`config.mk`:
```
export PLATFORM = sky130hd
export DESIGN_NAME = vga_scan_gen
export DESIGN_NICKNAME = d
export VERILOG_FILES = /design/src/rtl/vga_timing_pkg.sv /design/src/rtl/pixel_tick_div.sv /design/src/rtl/vga_scan_gen.sv
export SDC_FILE = /design/constraint.sdc
export NUM_CORES = 1
export LEC_CHECK = 0
export ABC_AREA = 1
export CAP_MARGIN = 40
export CORE_MARGIN = 8
export CORE_UTILIZATION = 56
export DETAILED_ROUTE_END_ITERATION = 10
export PLACE_DENSITY_LB_ADDON = 0.2
export SYNTH_ARGS = -nofsm -noshare
export SYNTH_HDL_FRONTEND = slang
export SYNTH_SLANG_ARGS = --single-unit
```
`constraint.sdc`:
```
create_clock -name clk -period 3.6 [get_ports clk]
set_input_delay 0.54 -clock clk [delete_from_list [all_inputs] [get_ports clk]]
set_output_delay 0.54 -clock clk [all_outputs]
set_load 0.1 [all_outputs]
```
`src/rtl/vga_timing_pkg.sv`:
```
// vga_timing_pkg: 640x480@60 raster timing constants and the shared coordinate type.
package vga_timing_pkg;

    localparam int H_VISIBLE = 640;
    localparam int H_FP      = 16;
    localparam int H_SYNC    = 96;
    localparam int H_BP      = 48;

    localparam int V_VISIBLE = 480;
    localparam int V_FP      = 10;
    localparam int V_SYNC    = 2;
    localparam int V_BP      = 33;

    localparam int H_TOTAL  = H_VISIBLE + H_FP + H_SYNC + H_BP;   // 800
    localparam int V_TOTAL  = V_VISIBLE + V_FP + V_SYNC + V_BP;   // 525

    // Sync windows are [START, END): hs low for 656..751, vs low for 490..491.
    localparam int HS_START = H_VISIBLE + H_FP;
    localparam int HS_END   = HS_START + H_SYNC;
    localparam int VS_START = V_VISIBLE + V_FP;
    localparam int VS_END   = VS_START + V_SYNC;

    typedef logic [9:0] coord_t;

endpackage

```
`src/rtl/pixel_tick_div.sv`:
```
// pixel_tick_div: divides clk by CLK_DIV into a registered one-clock pixel_en pulse.
// First pulse is visible in clock CLK_DIV after reset release, then every CLK_DIV clocks.
module pixel_tick_div #(
    parameter int CLK_DIV = 4
) (
    input  logic clk,
    input  logic reset,
    output logic pixel_en
);

    localparam int CW = (CLK_DIV > 1) ? $clog2(CLK_DIV) : 1;
    localparam logic [CW-1:0] CNT_LAST = CW'(CLK_DIV - 1);

    logic [CW-1:0] cnt_q, cnt_d;
    logic          pixel_en_q, pixel_en_d;

    // Next count wraps at CLK_DIV-1; the pulse is flagged on the wrapping clock.
    always_comb begin
        cnt_d      = cnt_q + 1'b1;
        pixel_en_d = 1'b0;
        if (cnt_q == CNT_LAST) begin
            cnt_d      = '0;
            pixel_en_d = 1'b1;
        end
    end

    // Divider registers.
    always_ff @(posedge clk or posedge reset) begin
        if (reset) begin
            cnt_q      <= '0;
            pixel_en_q <= 1'b0;
        end else begin
            cnt_q      <= cnt_d;
            pixel_en_q <= pixel_en_d;
        end
    end

    assign pixel_en = pixel_en_q;

endmodule

```
`src/rtl/vga_scan_gen.sv`:
```
// vga_scan_gen: VGA raster generator (DrawX/DrawY, hs/vs, active_nblank, line/frame pulses).
// Optional macro VGA_SYNC_DELAY_EN: delays hs/vs/active_nblank by SYNC_DELAY pixel ticks
// to line them up with registered render latency; coordinates and pulses stay undelayed.
module vga_scan_gen #(
    parameter int CLK_DIV    = 4,
    parameter int H_VISIBLE  = vga_timing_pkg::H_VISIBLE,
    parameter int H_FP       = vga_timing_pkg::H_FP,
    parameter int H_SYNC     = vga_timing_pkg::H_SYNC,
    parameter int H_BP       = vga_timing_pkg::H_BP,
    parameter int V_VISIBLE  = vga_timing_pkg::V_VISIBLE,
    parameter int V_FP       = vga_timing_pkg::V_FP,
    parameter int V_SYNC     = vga_timing_pkg::V_SYNC,
    parameter int V_BP       = vga_timing_pkg::V_BP,
    parameter int SYNC_DELAY = 1
) (
    input  logic                   clk,
    input  logic                   reset,
    output logic                   pixel_en,
    output vga_timing_pkg::coord_t DrawX,
    output vga_timing_pkg::coord_t DrawY,
    output logic                   hs,
    output logic                   vs,
    output logic                   active_nblank,
    output logic                   line_start,
    output logic                   frame_start
);

    typedef vga_timing_pkg::coord_t coord_t;

    localparam int H_TOTAL  = H_VISIBLE + H_FP + H_SYNC + H_BP;
    localparam int V_TOTAL  = V_VISIBLE + V_FP + V_SYNC + V_BP;
    localparam int HS_START = H_VISIBLE + H_FP;
    localparam int HS_END   = HS_START + H_SYNC;
    localparam int VS_START = V_VISIBLE + V_FP;
    localparam int VS_END   = VS_START + V_SYNC;

    localparam coord_t X_LAST   = coord_t'(H_TOTAL - 1);
    localparam coord_t Y_LAST   = coord_t'(V_TOTAL - 1);
    localparam coord_t X_HS_LO  = coord_t'(HS_START);
    localparam coord_t X_HS_HI  = coord_t'(HS_END);
    localparam coord_t Y_VS_LO  = coord_t'(VS_START);
    localparam coord_t Y_VS_HI  = coord_t'(VS_END);
    localparam coord_t X_VIS    = coord_t'(H_VISIBLE);
    localparam coord_t Y_VIS    = coord_t'(V_VISIBLE);

    logic   tick;
    coord_t x_q, x_d, y_q, y_d;
    logic   hs_q, hs_d, vs_q, vs_d, act_q, act_d;
    logic   line_q, line_d, frame_q, frame_d;

    pixel_tick_div #(
        .CLK_DIV (CLK_DIV)
    ) u_div (
        .clk      (clk),
        .reset    (reset),
        .pixel_en (tick)
    );

    // Next raster position plus sync/blank decode taken from that next position.
    always_comb begin
        x_d     = x_q;
        y_d     = y_q;
        line_d  = 1'b0;
        frame_d = 1'b0;
        if (tick) begin
            if (x_q == X_LAST) begin
                x_d    = '0;
                line_d = 1'b1;
                if (y_q == Y_LAST) begin
                    y_d     = '0;
                    frame_d = 1'b1;
                end else begin
                    y_d = y_q + 10'd1;
                end
            end else begin
                x_d = x_q + 10'd1;
            end
        end
        hs_d  = !((x_d >= X_HS_LO) && (x_d < X_HS_HI));
        vs_d  = !((y_d >= Y_VS_LO) && (y_d < Y_VS_HI));
        act_d = (x_d < X_VIS) && (y_d < Y_VIS);
    end

    // Counters and decode advance together on the pixel tick; pulses last one clock.
    always_ff @(posedge clk or posedge reset) begin
        if (reset) begin
            x_q     <= '0;
            y_q     <= '0;
            hs_q    <= 1'b1;
            vs_q    <= 1'b1;
            act_q   <= 1'b0;
            line_q  <= 1'b0;
            frame_q <= 1'b0;
        end else begin
            line_q  <= line_d;
            frame_q <= frame_d;
            if (tick) begin
                x_q   <= x_d;
                y_q   <= y_d;
                hs_q  <= hs_d;
                vs_q  <= vs_d;
                act_q <= act_d;
            end
        end
    end

`ifdef VGA_SYNC_DELAY_EN
    logic [SYNC_DELAY-1:0] hs_sr_q, hs_sr_d, vs_sr_q, vs_sr_d, act_sr_q, act_sr_d;

    // Shift chain input is the aligned decode; stage i holds the decode from i+1 ticks ago.
    always_comb begin
        hs_sr_d     = hs_sr_q;
        vs_sr_d     = vs_sr_q;
        act_sr_d    = act_sr_q;
        hs_sr_d[0]  = hs_q;
        vs_sr_d[0]  = vs_q;
        act_sr_d[0] = act_q;
        for (int i = 1; i < SYNC_DELAY; i++) begin
            hs_sr_d[i]  = hs_sr_q[i-1];
            vs_sr_d[i]  = vs_sr_q[i-1];
            act_sr_d[i] = act_sr_q[i-1];
        end
    end

    // Delay chain advances only on the pixel tick.
    always_ff @(posedge clk or posedge reset) begin
        if (reset) begin
            hs_sr_q  <= '1;
            vs_sr_q  <= '1;
            act_sr_q <= '0;
        end else if (tick) begin
            hs_sr_q  <= hs_sr_d;
            vs_sr_q  <= vs_sr_d;
            act_sr_q <= act_sr_d;
        end
    end

    assign hs            = hs_sr_q[SYNC_DELAY-1];
    assign vs            = vs_sr_q[SYNC_DELAY-1];
    assign active_nblank = act_sr_q[SYNC_DELAY-1];
`else
    assign hs            = hs_q;
    assign vs            = vs_q;
    assign active_nblank = act_q;
`endif

    assign pixel_en    = tick;
    assign DrawX       = x_q;
    assign DrawY       = y_q;
    assign line_start  = line_q;
    assign frame_start = frame_q;

endmodule
```
# ---- Word-level counts from Yosys, hierarchy flattened
# Index checks and enable logic that the tools add are counted.
dict set report totals {
  ff_bits 28
  latch_bits 0
  mem_bits_rw 0
  mem_bits_ro 0
  inputBits 2
  wordCells 38
  n_memories 0
}
dict set report op_classes {
  n_addsub 3
  n_mul 0
  n_div 0
  order_cmp 6
  n_eq_ne 3
  n_shift 0
  muxes 12
  bitwise_logic 0
  n_reduce_logical 5
}
# cell n
set ops {}
lappend ops {{$mux 10} 5}
lappend ops {{$add 10x1->10 const B} 2}
lappend ops {{$eq 10x10->1 const B} 2}
lappend ops {{$lt 10x10->1 const B} 2}
lappend ops {{$lt 10x9->1 const B} 2}
lappend ops {{$ge 10x10->1 const B} 1}
lappend ops {{$ge 10x9->1 const B} 1}
lappend ops {{$mux 1} 6}
lappend ops {{$logic_and 1x1->1} 3}
lappend ops {{$add 2x1->2 const B} 1}
lappend ops {{$eq 2x2->1 const B} 1}
lappend ops {{$logic_not 1->1} 2}
lappend ops {{$mux 2} 1}

# ---- Logic depth before layout (Yosys ltp)
# Gate-level depths: netlist of the first run.
dict set report logic_depth {
  ltp_word 7
  ltp_mapped 13
  ltp_nobuf 13
}

# ---- Modules after synthesis
# Synthesis of the first run repeated with hierarchy kept, for this count alone.
dict set report unflattened {
  cells_unflattened 203
  area_unflattened_um2 1612.8
}
# mod n_inst cells_per_inst area_each_um2
set by_module_without_submodules {}
lappend by_module_without_submodules {vga_scan_gen 1 197 1517.7}
lappend by_module_without_submodules {pixel_tick_div 1 6 95.1}

# ---- Worst setup path before layout of the first run
# OpenSTA, ideal clock, no wires.
dict set report synth_timing {
  path_type {reg2reg}
  start {reg x_q[0] (netlist: DrawX[0])}
  end {reg act_q (netlist: active_nblank)}
  t_arrival_ns 2.296
  t_required_ns 3.480
  setup_slack_ns 1.185
  path_stages_with_launch 11
  path_buffers 0
  path_cell_list {dfrtp_1 -> ha_1 -> nand2_2 -> nor2_2 -> inv_2 -> nor2_2 -> nand4_1 -> nand3_1 -> nand4_1 -> nand2_1 -> nand2_1}
}
dict set report synth_between {
  elab_chain_cells 5
}
# element line_no
set synth_rtl {}
lappend synth_rtl {{from (decl)} vga_scan_gen.sv:47} ;# coord_t x_q, x_d, y_q, y_d;
lappend synth_rtl {{from (signal assigned)} vga_scan_gen.sv:87} ;# x_q <= '0;
lappend synth_rtl {{from (signal assigned)} vga_scan_gen.sv:98} ;# x_q <= x_d;
lappend synth_rtl {{$add 10x1->10 or $eq 10x10->1 (tied branches)} {vga_scan_gen.sv:76, vga_scan_gen.sv:66}}
lappend synth_rtl {{$mux 10} vga_scan_gen.sv:66} ;# if (x_q == X_LAST) begin
lappend synth_rtl {{$mux 10} vga_scan_gen.sv:65} ;# if (tick) begin
lappend synth_rtl {{$lt 10x10->1 or $lt 10x9->1 (tied branches)} vga_scan_gen.sv:81} ;# act_d = (x_d < X_VIS) && (y_d < Y_VIS);
lappend synth_rtl {{$logic_and 1x1->1 (*)} vga_scan_gen.sv:81}
lappend synth_rtl {{to (signal assigned)} vga_scan_gen.sv:102} ;# act_q <= act_d;
lappend synth_rtl {{to (decl)} vga_scan_gen.sv:48} ;# logic hs_q, hs_d, vs_q, vs_d, act_q, act_d;
# Every way passes the cells marked *; elsewhere a longest branch is shown, timed or not.
# A chain may end at the register's enable or synchronous reset.

# ---- Worst setup path after layout of the first run
dict set report layout_timing {
  start {reg hs_q (netlist: hs)}
  end {out hs}
}
# element line_no
set layout_lines {}
lappend layout_lines {{from (decl)} vga_scan_gen.sv:48}
lappend layout_lines {{from (signal assigned)} vga_scan_gen.sv:100} ;# hs_q <= hs_d;
lappend layout_lines {{to (decl)} vga_scan_gen.sv:21} ;# output logic hs,
# No word-level cell between the ends.

==> results of run 1 <==
-- critical path: cells and delay by family (launching register included) --
family	cells	cell delay [ns]
DFF	1	0.56
buffers and inverters	2	0.73
-- report_power, final --
part | switching, mW | total (mW) | leakage, nW | internal [mW]
Combinational | 0.00707 | 0.0111 | 0.853 | 0.00402
Clock | 0.102 | 0.214 | 0.0279 | 0.113
Sequential | 0 | 0.315 | 0.365 | 0.315
-- flip-flops by register name, indices dropped and copies added (netlist names) --
signal / flops
DrawX: 10
DrawY: 10
active_nblank: 1
frame_start: 1
hs: 1
line_start: 1
u_div.cnt_q: 2
u_div.pixel_en: 1
vs: 1
-- stage by stage --
step                area [um2]  hold WS, ns  power, mW  utilization, %
floorplan                 1570        0.403      0.325               -
global placement          1870        0.419      0.328            68.8
detailed placement        2270        0.425      0.332            83.7
CTS                       2320        0.445      0.542            85.6
global route              2320        0.446      0.554            85.6
finish                    2320        0.440      0.540            85.6
-- synth_stat cells --
master and count:
nor3_2 1, clkbuf_1 1, nand4_1 6, nor3_1 2, nand2_2 3, inv_1 32, xor2_1 1, o211ai_1 1
nand3_2 1, inv_2 8, o21ai_1 2, nor2_1 25, or2_1 1, buf_6 1, xnor2_1 2, nand2_4 1
nand2_1 62, dfstp_2 2, or2_2 1, nand3_1 18, nor2_2 2, dfrtp_1 26, ha_1 4, a21oi_1 3
o21ai_0 2, nand3b_1 1, nor2_8 2
-- final timing paths --
| path | start | endpoint | slack [ns] | depth (start not counted) |
|---|---|---|---|---|
| max | hs | hs | 1.44 | 2 |
| max reg2reg | u_div.pixel_en | hs | 1.57 | 11 |
| min reg2reg | u_div.cnt_q[0] | u_div.cnt_q[0] | 0.44 | 1 |
| min | u_div.cnt_q[0] | u_div.cnt_q[0] | 0.44 | 1 |
| max in group asynchronous | reset | hs | 2.53 | 3 |
| min in group asynchronous | reset | DrawY[5] | 0.51 | 2 |
-- layer usage --
layer	global-route usage, %	wire (um)
met2	32.0	2130
met1	19.0	1640
met5	0	0
met4	7.52	119
met3	3.00	246
-- cell type report --
| type | count | area share (%) |
|---|---|---|
| multi-input combinational | 141 | 30.4 |
| timing repair buffer | 53 | 28.9 |
| clock inverter | 1 | 1.29 |
| sequential | 28 | 30.3 |
| clock buffer | 3 | 0.970 |
| inverter | 40 | 6.47 |
| tap | 31 | 1.67 |
-- cell families after synthesis --
kind of cell,count (synthesis)
fa+ha+maj,4
xor+xnor,3
flops,28
simple gates,126
compound gates,8
buf+inv,42
==> metrics.md, run 1 <==
| Metric | Value |
|---|---|
| Highest Clock Rate | `0.463 GHz` |
| Sequential cell area fraction in the yosys report | `44.7%` |
| Rel. slew slack | `about 65%` |
| Crit-path max cell delay | `~0.56 ns` |
| Crit end category | `output port` |
| Synth Area in Compound Gates | `2.70%` |
| Routed via count | `1,553` |
| Post-DR wirelength/cell | `13.9 um` |
| Clock-pin slew on the worst setup and hold paths | `0.16 ns` |
| Min Tclk post-route | `2.16 ns` |
| Top post-synthesis cells by area | `dfrtp_1 (41%), nand2_1 (15%), inv_1 (7.6%), nor2_1 (6.0%), nand3_1 (5.7%)` |
| Most common cell after layout, fill and taps aside | `nand2_1` |
| Filler Cell Count | `155` |
| Pre-Repair DR Iteration Count | `4` |
| Setup Buffers After CTS | `0` |
| Layout Cells excl Fill | `297` |
| Syn_nets | `approximately 220` |
| Gr usage total | `17.4%` |
| Worst Max-Slew Pin Slew | `0.532 ns` |
| CP required | `3.06 ns` |
| Synth Register Bits | `28` |
| H-tree Lvls | `1` |
| Leakage | `1.25 nW` |
| Die width | `69.0 um` |
| Post-Synth Adder-Cell Area | `3.18%` |
| ANT cells | `0` |
| Critical path peak fanout | `2` |
| Startpoint types | `flop` |
| Layout net count | `between 200 and 300` |
| Max_cap viols | `0` |
| Final ANT Viol Nets | `0` |
| Row cnt | `19` |
| Final WS setup | `~1.4 ns` |
| CTS-repair resized insts | `0` |
| DRC violations left | `0` |
| Share of cells above drive strength 1 | `about 20%` |
| Clock Sink Count | `28` |
| Yosys warnings | `0` |
| RSZ-0062 raised after global routing | `no` |
| Status | `finished, final reports clean` |
| VDD IR-drop max | `0.000246 V` |
| CTS Root Buffer Type | `clkbuf_4` |
| Post-route clock skew | `between 0.007 and 0.008 ns` |
| Starting Density | `58.1%` |
| Final Max Tran Viols | `0` |
| Worst hold path class | `flop to flop` |
| I/O pin cnt | `28` |
| Final cycle utilization of the critical path | `60.0%` |
| Final Hold Vio Count | `0` |
| Grt total ovfl | `0` |
| Largest family of logic cells by synthesized area | `simple AND/OR/NAND/NOR gates` |
| Synth Area in XOR/XNOR | `1.67%` |
| Dpl ws | `1.59 ns` |
| Die Ht | `around 70 um` |
| Setup violations, final | `0` |
| Synth cell types | `27` |
| Vias in the first global route | `between 1,500 and 2,000` |
| Die Area | `4760 um2` |
| Post-Syn Instances | `211` |
| Post-Syn Area | `1570 um2` |
| Power per cell area | `233 nW/um2` |
| Maximum clock path buffer count | `2` |
| Most frequent cells in the layout | `nand2_1 (62), inv_1 (32), dfrtp_1 (26), clkdlybuf4s50_1 (26)` |
| Multi-input logic area | `between 700 and 800 um2` |
| CTS tree | `done` |
| Total CTS buffers | `3` |
| TNS Setup | `0 ns` |
| Skew-Pair Late Insertion Delay | `0.34 ns` |
| CP Class | `flop to output port` |
| Initial antenna violation count | `0` |
| Buffers added on ports | `27` |
| CP arrival | `around 1.6 ns` |
| HPWL Detailed | `~3200 um` |
| GPL Wtd Cong | `0.910` |
| Critical Path, Cell by Cell | `clkdlybuf4s50_1, buf_8` |
| Simple-gate share of the synthesized area | `37.3%` |
| Register area | `703 um2` |
| Core area | `2710 um2` |
| DRT iter0 DRCs | `98` |
| First-pass GRT wire length | `7120 um` |
| Synth area leader | `dfrtp_1` |
| Final WL | `4140 um` |
| Post-CTS Hold Buffers | `0` |
| Routed vias/inst | `5.23` |
| Largest net degree at the start of global routing | `19` |
| Inst Count DP | `293` |
| Post-synth top area share | `41.3%` |
| Crit-path slowest cell | `dfstp_2` |
| Mux contribution to synthesized area | `0%` |
| Layout area overhead | `47.5%` |
| Avg Inst Size Synth | `~7.5 um2` |
No activity file was read; power rests on OpenSTA's default activity.
==> run 2, diff against run 1 <==
Settings changed: CORE_UTILIZATION 56 to 52.
Clock period 3.6 ns to 2.3 ns, I/O delays scaled along.
==> run 2 against run 1 <==
Against the previous run:
- utilization is 23 points lower
- critical endpoint is now active_nblank
- via count is 11% lower
- total power is 39% higher
- clock skew is 0.0022 ns lower
- register-to-register slack worse by 1.2 ns
- sequential power is 57% higher
- setup slack worse by 1.1 ns
- critical path type is now flop to flop
- largest cell class is now registers
- clock-buffer cell count is 1 higher
- design area is 20% lower
- sequential cell count stayed put
==> metrics.md, run 2 (synthesis gave the netlist of run 1 again) <==
| Metric | Value |
|---|---|
| Status | `finished, final reports clean` |
| Post-route clock skew | `about 0.005 ns` |
| CP arrival | `2.21 ns` |
| Reg2reg start | `DrawX[0]` |
| Min Tclk post-route | `1.97 ns` |
| Met2 WL | `1590 um` |
| Highest Clock Rate | `about 0.51 GHz` |
| Gr usage total | `14.6%` |
| Fin Hold WS | `0.344 ns` |
| GPL Wtd Cong | `0.836` |
| Most common cell after layout, fill and taps aside | `nand2_1` |
| Die Ht | `71.0 um` |
| Setup crit start | `DrawX[0]` |
| Buffers added on ports | `27` |
| Die width | `71.0 um` |
| Layout net count | `roughly 250` |
| Power per cell area | `404 nW/um2` |
| Core area | `2950 um2` |
| DRC violations left | `0` |
| CP Class | `flop to flop` |
| Layout area overhead | `18.3%` |
| Critical Path End | `active_nblank` |
| CTS Root Buffer Type | `clkbuf_4` |
| Max_cap viols | `0` |
| Final Hold Vio Count | `0` |
| Clock-pin slew on the worst setup and hold paths | `0.16 ns` |
| First-pass GRT wire length | `6120 um` |
| Initial antenna violation count | `0` |
| Rel. slew slack | `76.4%` |
| Most frequent cells in the layout | `nand2_1 (62), inv_1 (32), buf_4 (28)` |
| Skew-Pair Late Insertion Delay | `0.33 ns` |
| Leakage | `1.09 nW` |
| Routed vias/inst | `just over 5` |
| Post-CTS Hold Buffers | `0` |
| R2r worst-path depth | `10` |
| Die Area | `5040 um2` |
| Max layer used | `met4` |
| Startpoint types | `flop` |
| Worst hold path class | `input port to async pin` |
| Filler Cell Count | `about 280` |
| Largest net degree at the start of global routing | `29` |
| Starting Density | `53.3%` |
| VDD IR-drop max | `0.000222 V` |
| RR Endpoint | `active_nblank` |
| Total CTS buffers | `3` |
| I/O pin cnt | `28` |
| M1 wire length | `between 1500 and 2000 um` |
| Crit end category | `flop` |
| CTS tree | `done` |
| Setup Buffers After CTS | `0` |
| Routed via count | `1,386` |
| DR WL met3 | `162 um` |
| Critical path peak fanout | `6` |
| DRT iter0 DRCs | `between 80 and 90` |
| Final WL | `3500 um` |
| Row cnt | `20` |
| CTS-repair resized insts | `0` |
| Clock Sink Count | `28` |
| H-tree Lvls | `1` |
| Grt total ovfl | `0` |
| Vias in the first global route | `between 1,000 and 1,500` |
| CP required | `2.54 ns` |
| Share of cells above drive strength 1 | `23.6%` |
| Post-DR wirelength/cell | `roughly 13 um` |
| RSZ-0062 raised after global routing | `no` |
| Setup violations, final | `0` |
| Worst Max-Slew Pin Slew | `0.354 ns` |
| TNS Setup | `0 ns` |
| Final Max Tran Viols | `0` |
| Pre-Repair DR Iteration Count | `4` |
| Final ANT Viol Nets | `0` |
| Maximum clock path buffer count | `2` |
| ANT cells | `0` |
| R2R setup slack | `0.33 ns` |
| Final cycle utilization of the critical path | `85.5%` |
| HPWL Detailed | `2690 um` |
run 2: power breakdown:
part           internal (mW)  switching (mW)
clock                 0.0970           0.151
combinational        0.00272         0.00946
sequential             0.493               0
run 2: cell type report:
type                    count  area (um2)  area share [%]
flip-flops and latches     28         708            38.0
multi-input cells         141         706            37.9
repair buffers             29         220            11.8
clock buffers               4        36.3            1.95
well taps                  33        41.3            2.22
inverters                  40         150            8.06
run 2: worst max-delay path, stage by stage (launching register included):
cell and delay (ns):
dfrtp_2 0.42, ha_1 0.19, nand2_2 0.11, nor2_2 0.20, inv_2 0.05, nor2_2 0.22
nand4_1 0.12, nand3_1 0.20, nand4_1 0.20, nand2_1 0.12, nand2_1 0.05
run 2: through the flow:
| stage | utilization (%) | instances | setup WS [ns] | area, um2 | power, mW |
|---|---|---|---|---|---|
| floorplan | - | 211 | 0.0677 | 1580 | 0.509 |
| global placement | 61.8 | 271 | 0.403 | 1830 | 0.515 |
| detailed placement | 61.8 | 271 | 0.361 | 1830 | 0.515 |
| CTS | 63.1 | 275 | 0.341 | 1860 | 0.758 |
| global route | 63.1 | 275 | 0.0862 | 1860 | 0.774 |
| finish | 63.1 | 275 | 0.334 | 1860 | 0.753 |
run 2: how the worst min path moves through the flow:
stage                   startpoint             end  depth (start not counted)  slack, ns
global route                 reset        DrawY[2]                          3       0.39
floorplan           u_div.cnt_q[0]  u_div.cnt_q[0]                          1       0.40
detailed placement  u_div.cnt_q[0]  u_div.cnt_q[0]                          1       0.42
CTS                          reset        DrawY[2]                          3       0.36
global placement    u_div.cnt_q[0]  u_div.cnt_q[0]                          1       0.42
finish                       reset  u_div.cnt_q[0]                          3       0.34
run 2: layer usage:
layer  vias up  GRT usage [%]
li1        707              -
met1       640           19.2
met2        37           23.9
met3         2           2.97
met4         0           3.46
met5         -              0
